==> src/rtl/reg_jogador_seletor.sv <==
// Player-selection register: debounces one-hot player buttons and registers the chosen index.
// It rejects multi-press patterns and dead players, and needs a release before the next selection.
module reg_jogador_seletor #(
    parameter int N_JOGADORES    = 5,
    parameter int ID_W           = 3,
    parameter int ESTAVEL_CICLOS = 4,
    parameter int CNT_W          = 3
) (
    input  logic                   clock,
    input  logic                   reset_n,
    input  logic [N_JOGADORES-1:0] botoes_jogadores,
    input  logic [N_JOGADORES-1:0] jogadores_vivos,
    input  logic                   habilita,
    input  logic                   limpa,
    output logic [ID_W-1:0]        jogador_escolhido,
    output logic                   escolha_valida,
    output logic                   escolha_pronta,
    output logic                   erro_multiplo,
    output logic                   erro_morto
);

    typedef enum logic [1:0] {
        OCIOSO,
        ESTABILIZA,
        AGUARDA_SOLTAR
    } estado_t;

    localparam logic [CNT_W-1:0] CNT_ALVO = CNT_W'(ESTAVEL_CICLOS);

    estado_t                estado, estado_nxt;
    logic [N_JOGADORES-1:0] amostra, amostra_nxt;
    logic [CNT_W-1:0]       contador, contador_nxt;
    logic [CNT_W-1:0]       contador_inc;
    logic [ID_W-1:0]        escolhido_nxt;
    logic                   valida_nxt, pronta_nxt, multiplo_nxt, morto_nxt;

    logic                   avalia;
    logic                   visto, multiplo;
    logic [ID_W-1:0]        indice;

    // Decode of the live button pattern. On an evaluation edge this pattern equals amostra.
    always_comb begin
        visto    = 1'b0;
        multiplo = 1'b0;
        indice   = '0;
        for (int i = 0; i < N_JOGADORES; i++) begin
            if (botoes_jogadores[i]) begin
                if (visto) multiplo = 1'b1;
                visto  = 1'b1;
                indice = ID_W'(i);
            end
        end
    end

    assign contador_inc = contador + CNT_W'(1);

    // NOTE: every signal written here gets a default first, so no path can leave it unassigned and infer a latch.
    always_comb begin
        estado_nxt    = estado;
        amostra_nxt   = amostra;
        contador_nxt  = contador;
        escolhido_nxt = jogador_escolhido;
        valida_nxt    = escolha_valida;
        pronta_nxt    = 1'b0;
        multiplo_nxt  = 1'b0;
        morto_nxt     = 1'b0;
        avalia        = 1'b0;

        unique case (estado)
            OCIOSO: begin
                if (habilita && (botoes_jogadores != '0)) begin
                    amostra_nxt  = botoes_jogadores;
                    contador_nxt = CNT_W'(1);
                    if (ESTAVEL_CICLOS == 1) avalia = 1'b1;
                    else                     estado_nxt = ESTABILIZA;
                end
            end
            ESTABILIZA: begin
                if (!habilita || (botoes_jogadores == '0)) begin
                    estado_nxt = OCIOSO;
                end else if (botoes_jogadores != amostra) begin
                    amostra_nxt  = botoes_jogadores;
                    contador_nxt = CNT_W'(1);
                end else begin
                    contador_nxt = contador_inc;
                    if (contador_inc == CNT_ALVO) avalia = 1'b1;
                end
            end
            AGUARDA_SOLTAR: begin
                if (botoes_jogadores == '0) estado_nxt = OCIOSO;
            end
            default: estado_nxt = OCIOSO;
        endcase

        if (avalia) begin
            estado_nxt = AGUARDA_SOLTAR;
            if (multiplo) begin
                multiplo_nxt = 1'b1;
            end else if ((botoes_jogadores & jogadores_vivos) == '0) begin
                morto_nxt = 1'b1;
            end else begin
                escolhido_nxt = indice;
                valida_nxt    = 1'b1;
                pronta_nxt    = 1'b1;
            end
        end

        // A clear drops any in-progress debounce, and it suppresses the pulses of this edge.
        if (limpa) begin
            estado_nxt    = OCIOSO;
            escolhido_nxt = '0;
            valida_nxt    = 1'b0;
            pronta_nxt    = 1'b0;
            multiplo_nxt  = 1'b0;
            morto_nxt     = 1'b0;
        end
    end

    // NOTE: sequential state uses non-blocking assignments, so every register samples pre-edge values.
    always_ff @(posedge clock) begin
        if (!reset_n) begin
            estado            <= OCIOSO;
            amostra           <= '0;
            contador          <= '0;
            jogador_escolhido <= '0;
            escolha_valida    <= 1'b0;
            escolha_pronta    <= 1'b0;
            erro_multiplo     <= 1'b0;
            erro_morto        <= 1'b0;
        end else begin
            estado            <= estado_nxt;
            amostra           <= amostra_nxt;
            contador          <= contador_nxt;
            jogador_escolhido <= escolhido_nxt;
            escolha_valida    <= valida_nxt;
            escolha_pronta    <= pronta_nxt;
            erro_multiplo     <= multiplo_nxt;
            erro_morto        <= morto_nxt;
        end
    end

endmodule
==> config.mk <==
export PLATFORM = sky130hd
export DESIGN_NAME = reg_jogador_seletor
export DESIGN_NICKNAME = d
export VERILOG_FILES = /design/src/rtl/reg_jogador_seletor.sv
export SDC_FILE = /design/constraint.sdc
export NUM_CORES = 1
export LEC_CHECK = 0
export ABC_AREA = 0
export CAP_MARGIN = 40
export CORE_AREA = 2 2 47 49
export CTS_BUF_LIST = sky130_fd_sc_hd__clkbuf_16
export CTS_CLUSTER_DIAMETER = 40
export CTS_CLUSTER_SIZE = 24
export DETAILED_ROUTE_END_ITERATION = 8
export DIE_AREA = 0 0 49 51
export PLACE_DENSITY = 0.71
export SLEW_MARGIN = 30
export SYNTH_ARGS = -nofsm -noshare
export SYNTH_HDL_FRONTEND = slang
export SYNTH_SLANG_ARGS = --single-unit
export TNS_END_PERCENT = 5
==> constraint.sdc <==
create_clock -name clock -period 1.82 [get_ports clock]
set_input_delay 0.182 -clock clock [delete_from_list [all_inputs] [get_ports clock]]
set_output_delay 0.182 -clock clock [all_outputs]
set_load 0.05 [all_outputs]
; Word level (Yosys, flattened, before mapping)
; Index checks and enable logic that the tools add are counted.
[classes]
add_sub_neg = 1
n_eq_ne = 12
muxes = 36
bitwise = 5
n_reduce_logical = 17
[op_table]
columns = op, count
row1 = 1-bit 2-to-1 mux, 20
row2 = 3-bit 2-to-1 mux, 6
row3 = 5-bit 2-to-1 mux, 3
row4 = 3-bit AND reduction, 4
row5 = 5-bit logical NOT, 2
row6 = "2-bit inequality test, second input constant", 5
row7 = 5-bit case mux with 2 select lines, 1
row8 = "3-bit inequality test, second input constant", 3
row9 = 2-bit 2-to-1 mux, 4
row10 = 2-bit case mux with 3 select lines, 1
row11 = 3-bit case mux with 2 select lines, 1
row12 = 3-bit OR reduction, 2
row13 = 5-bit bitwise AND, 1
row14 = 5-bit inequality test, 1
row15 = 5-bit nonzero test, 1
row16 = 1-bit NOT, 4
row17 = 4-bit AND reduction, 1
row18 = 4-bit OR reduction, 1
row19 = "3-bit by 1-bit adder with 3-bit output, second input constant", 1
row20 = "3-bit equality test, second input constant", 1
row21 = "2-bit by 1-bit equality test with 1-bit output, second input constant", 1
row22 = "2-bit equality test, second input constant", 1
row23 = 2-bit logical NOT, 1
row24 = 2-bit nonzero test, 1
row25 = 4 further kinds, 4
[word_totals]
ff_bits = 17
in_bits = 14
out_inout_bits = 7
wordCells = 80

; Longest topological paths before layout
[logic_depth]
ltp_word = 11
depth_mapped = 6
ltp_nobuf = 5

; Worst setup path after synthesis
; No wires, ideal clock.
[synth_path]
kind = input -> register
startpoint = input botoes_jogadores[1]
endpoint = register jogador_escolhido[1]
setup_time_ns = 0.070
t_arrival_ns = 1.599
required_time_ns = 1.750
path_slack_ns = 0.151
cell_stages = 6
path_buffers = 1
path_cell_list = buf_2 -> a2111o_1 -> o31ai_4 -> nand2_2 -> or4_1 -> a21oi_1
[synth_between]
elab_chain_len = 9
[synth_rtl]
columns = element, line_no
row1 = from (decl), 11  ; input logic [N_JOGADORES-1:0] botoes_jogadores,
row2 = 1-bit 2-to-1 mux, 47  ; if (botoes_jogadores[i]) begin
row3 = 1-bit 2-to-1 mux, 48  ; if (visto) multiplo = 1'b1;
row4 = 1-bit 2-to-1 mux, 47
row5 = 1-bit 2-to-1 mux, 48
row6 = 1-bit 2-to-1 mux, 47
row7 = 1-bit 2-to-1 mux, 48
row8 = 1-bit 2-to-1 mux, 47
row9 = 1-bit NOT (no source line), --
row10 = 3-bit AND reduction (no source line) (*), --
row11 = to (signal assigned), 134  ; jogador_escolhido <= escolhido_nxt;
row12 = to (decl), 15  ; output logic [ID_W-1:0] jogador_escolhido,
; Every way passes the cells marked *; elsewhere a longest branch is shown, timed or not.
; A chain may end at the register's enable or synchronous reset.

; Final worst setup path
[layout_path]
startpoint = register amostra[1]
endpoint = register jogador_escolhido[0]
[layout_between]
elab_chain_len = 5
[layout_rtl]
columns = element, line_no
row1 = from (decl), 31  ; logic [N_JOGADORES-1:0] amostra, amostra_nxt;
row2 = from (signal assigned), 132  ; amostra <= amostra_nxt;
row3 = 5-bit inequality test, 81  ; end else if (botoes_jogadores != amostra) begin
row4 = 1-bit 2-to-1 mux, 81
row5 = 1-bit 2-to-1 mux, 79  ; if (!habilita || (botoes_jogadores == '0)) begin
row6 = 1-bit 2-to-1 mux, 69  ; unique case (estado)
row7 = 3-bit AND reduction (no source line), --
; Every way passes these cells.

==> impl_metrics.env <==
export IMPL_status="finished, final reports clean"
export IMPL_cp_start_kind="register"
export IMPL_path_clk_slew_ns=0.05
export IMPL_placedInstanceArea_mm2=0.00119
export IMPL_die_y_um=51
export IMPL_timing_hold_ws_ns=0.373
export IMPL_syn2layout_area_growth_pct=47.5
export IMPL_yosys_top_cells_count="17 x dfxtp_1, 7 x nand2_1, 5 x a21oi_1, 5 x nor2b_1, 5 x xnor2_1"
export IMPL_rsz0062_at_grt="no"
export IMPL_hpwl_um=1520
export IMPL_min_path_cells=3
export IMPL_cts_tree="yes"
export IMPL_placeableCoreArea_mm2=0.00206
export IMPL_wl_per_cell_um=12.4
export IMPL_ys_seq_area_frac=0.393
export IMPL_root_buffer="clkbuf_16"
export IMPL_fin_crit_ns=1.62
export IMPL_r2r_end="jogador_escolhido[0]"
export IMPL_fmax_ghz=0.619
export IMPL_p_leak_nw=0.506
export IMPL_worstHoldStart="botoes_jogadores[1]"
export IMPL_r2r_start="amostra[1]"
export IMPL_min_to="amostra[1]"
export IMPL_final_antenna_net_count=0
export IMPL_synthCells=89
export IMPL_syn_nets=105
export IMPL_firstDrtPassIters=4
export IMPL_synth_distinct_cells=37
export IMPL_grt_pass1_vias=805
export IMPL_finalSetupViolCount=0
export IMPL_cp_startpoint="amostra[1]"
export IMPL_yosysTopAreaCell="dfxtp_1"
export IMPL_r2r_slack_ns=0.20
export IMPL_synth_edf_count=0
export IMPL_grt_pass1_wl_um=3440
export IMPL_io_buffers=20
export IMPL_ir_drop_uv=476
export IMPL_skew_ns=0.00137
export IMPL_netlist_area_leader_share=0.393
export IMPL_rows=17
export IMPL_synth_most_common_cell="dfxtp_1"
export IMPL_clk_latency_ns=0.25
export IMPL_antenna_cells_inserted=0
export IMPL_vias=792
export IMPL_detail_route_drc_violations=0
export IMPL_start_util=0.420
export IMPL_path_class="register to register"
export IMPL_cts_buffer_depth=2
export IMPL_ios=21
export IMPL_crit_arrival_ns=1.79
export IMPL_power_uw=961
export IMPL_synthTopCellsByArea="dfxtp_1 39%, xnor2_1 5.1%, buf_6 3.9%, nor2b_1 3.6%, mux2i_1 3.5%"
export IMPL_worst_pin_slew_ns=0.498
export IMPL_relSlewSlack=0.667
export IMPL_cts_max_level=1
export IMPL_drive_gt1_frac=0.246
export IMPL_clock_sinks=17
export IMPL_vias_per_cell=5.14
export IMPL_finalWirelength_um=1910
export IMPL_avgSynthCellArea_um2=9.73
export IMPL_grt_overflow=0
export IMPL_finish_utilization=0.619
export IMPL_routabilityCongestion=0.760
export IMPL_synth_area_um2=866
export IMPL_fin_area_mm2=0.00128
export IMPL_reg2reg_depth=5
export IMPL_postCtsSetupRepairBufs=0
export IMPL_end_kind="register"
export IMPL_cp_max_fo=4
export IMPL_hold_buffers=0
export IMPL_power_density_mw_per_mm2=753
export IMPL_ys_warn_count=0
export IMPL_ys_flop_type="dfxtp_1"
export IMPL_final_hold_viol_count=0
export IMPL_fp_dieArea_mm2=0.00250
export IMPL_slew_violations=0
export IMPL_hold_class="input port to register"
export IMPL_drt_iter0_drc=3
export IMPL_cts_made_buffers=3
export IMPL_required_ns=1.99
export IMPL_layout_nets=143
export IMPL_grt_use_total=0.179
export IMPL_grt_max_degree=11
export IMPL_die_x_um=49
export IMPL_yosys_register_bits=17
export IMPL_async_reset_ff_frac=0
export IMPL_fin_crit_sh=0.888
export IMPL_max_cap_violations=0
export IMPL_antenna_found_initial=0
-- power by group --
part	switching, mW	leakage, nW	internal (mW)	total (mW)
combinational	0.0612	0.327	0.0761	0.137
clock	0.142	0.0409	0.294	0.436
sequential	0.00616	0.138	0.382	0.388
total	0.210	0.506	0.752	0.961
-- sequential cells by signal, summed over array words and instances (netlist names) --
signal and count:
estado 2, contador 3, escolha_valida 1, jogador_escolhido 3, escolha_pronta 1, amostra 5
erro_morto 1, erro_multiplo 1
-- metal layers --
metal	vias to the layer above	part of all wire	global-route usage
met1	374	0.41	0.180
li1	397	-	-
met3	2	0.037	0.0614
met5	-	0	0
met4	0	0.0052	0.0667
met2	19	0.54	0.342
-- worst max path at each step --
stage | slack (ns) | end | cells after the start
6_report | 0.20 | jogador_escolhido[0] | 5
5_1_grt | 0.11 | jogador_escolhido[0] | 5
4_1_cts | 0.03 | jogador_escolhido[0] | 6
3_5_place_dp | -0.30 | jogador_escolhido[0] | 6
3_3_place_gp | -0.22 | jogador_escolhido[0] | 6
2_1_floorplan | 0.15 | jogador_escolhido[1] | 6
-- timing repair --
action / CTS / global route
setup endpoints to repair: 2 / 4
gates resized for setup: 4 / 2
pin swaps: 1 / 0
-- critical path, stage by stage, from the launching register on --
cell     delay [ns]
dfxtp_1        0.31
xnor2_1        0.19
and4_1         0.27
nand4_4        0.12
or4_1          0.49
a21oi_1        0.15
-- cells in the final DEF, fill, tap and decap left out, drive strengths merged, types with 2 or more instances in the layout --
master	synthesis	layout
buf	5	18
dfxtp	17	17
clkdlybuf4s50	0	15
nand2	8	8
a21oi	6	6
xnor2	5	5
nor2b	5	5
nor3	4	4
dlygate4sd2	0	4
o21ai	3	3
mux2i	3	3
clkbuf	0	3
inv	3	3
nand4	3	3
nand2b	2	2
a22oi	2	2
a21boi	2	2
or4	2	2
nor2	2	2
ha	2	2
nor4	2	2
and4	2	2
-- per-stage QoR --
step	worst slack, ns	TNS (ns)	std cells
finish	0.204	0	154
global route	0.112	0	154
CTS	0.0344	0	154
detailed placement	-0.296	-1.74	150
global placement	-0.224	-1.28	150
floorplan	0.151	0	89
-- area by class of cell --
class | instances | area [um^2]
clock buffers | 3 | 75.1
multi-input cells | 64 | 478
well taps | 28 | 35.0
fillers | 200 | 786
clock inverters | 1 | 5.00
repair buffers | 38 | 333
flip-flops and latches | 17 | 340
inverters | 3 | 11.3
-- cell families (layout without fill, tap and decap cells) --
kind of cell,after synthesis,in the layout,synth area share
muxes,3,3,0.0347
buffers and inverters,8,45,0.0621
adders and majority gates,3,3,0.0419
xor gates and xnor gates,5,5,0.0506
and+or+nand+nor,32,32,0.230
AOI/OAI and AO/OA,21,21,0.188
DFF,17,17,0.393
Power figures use the tool's default switching activity.
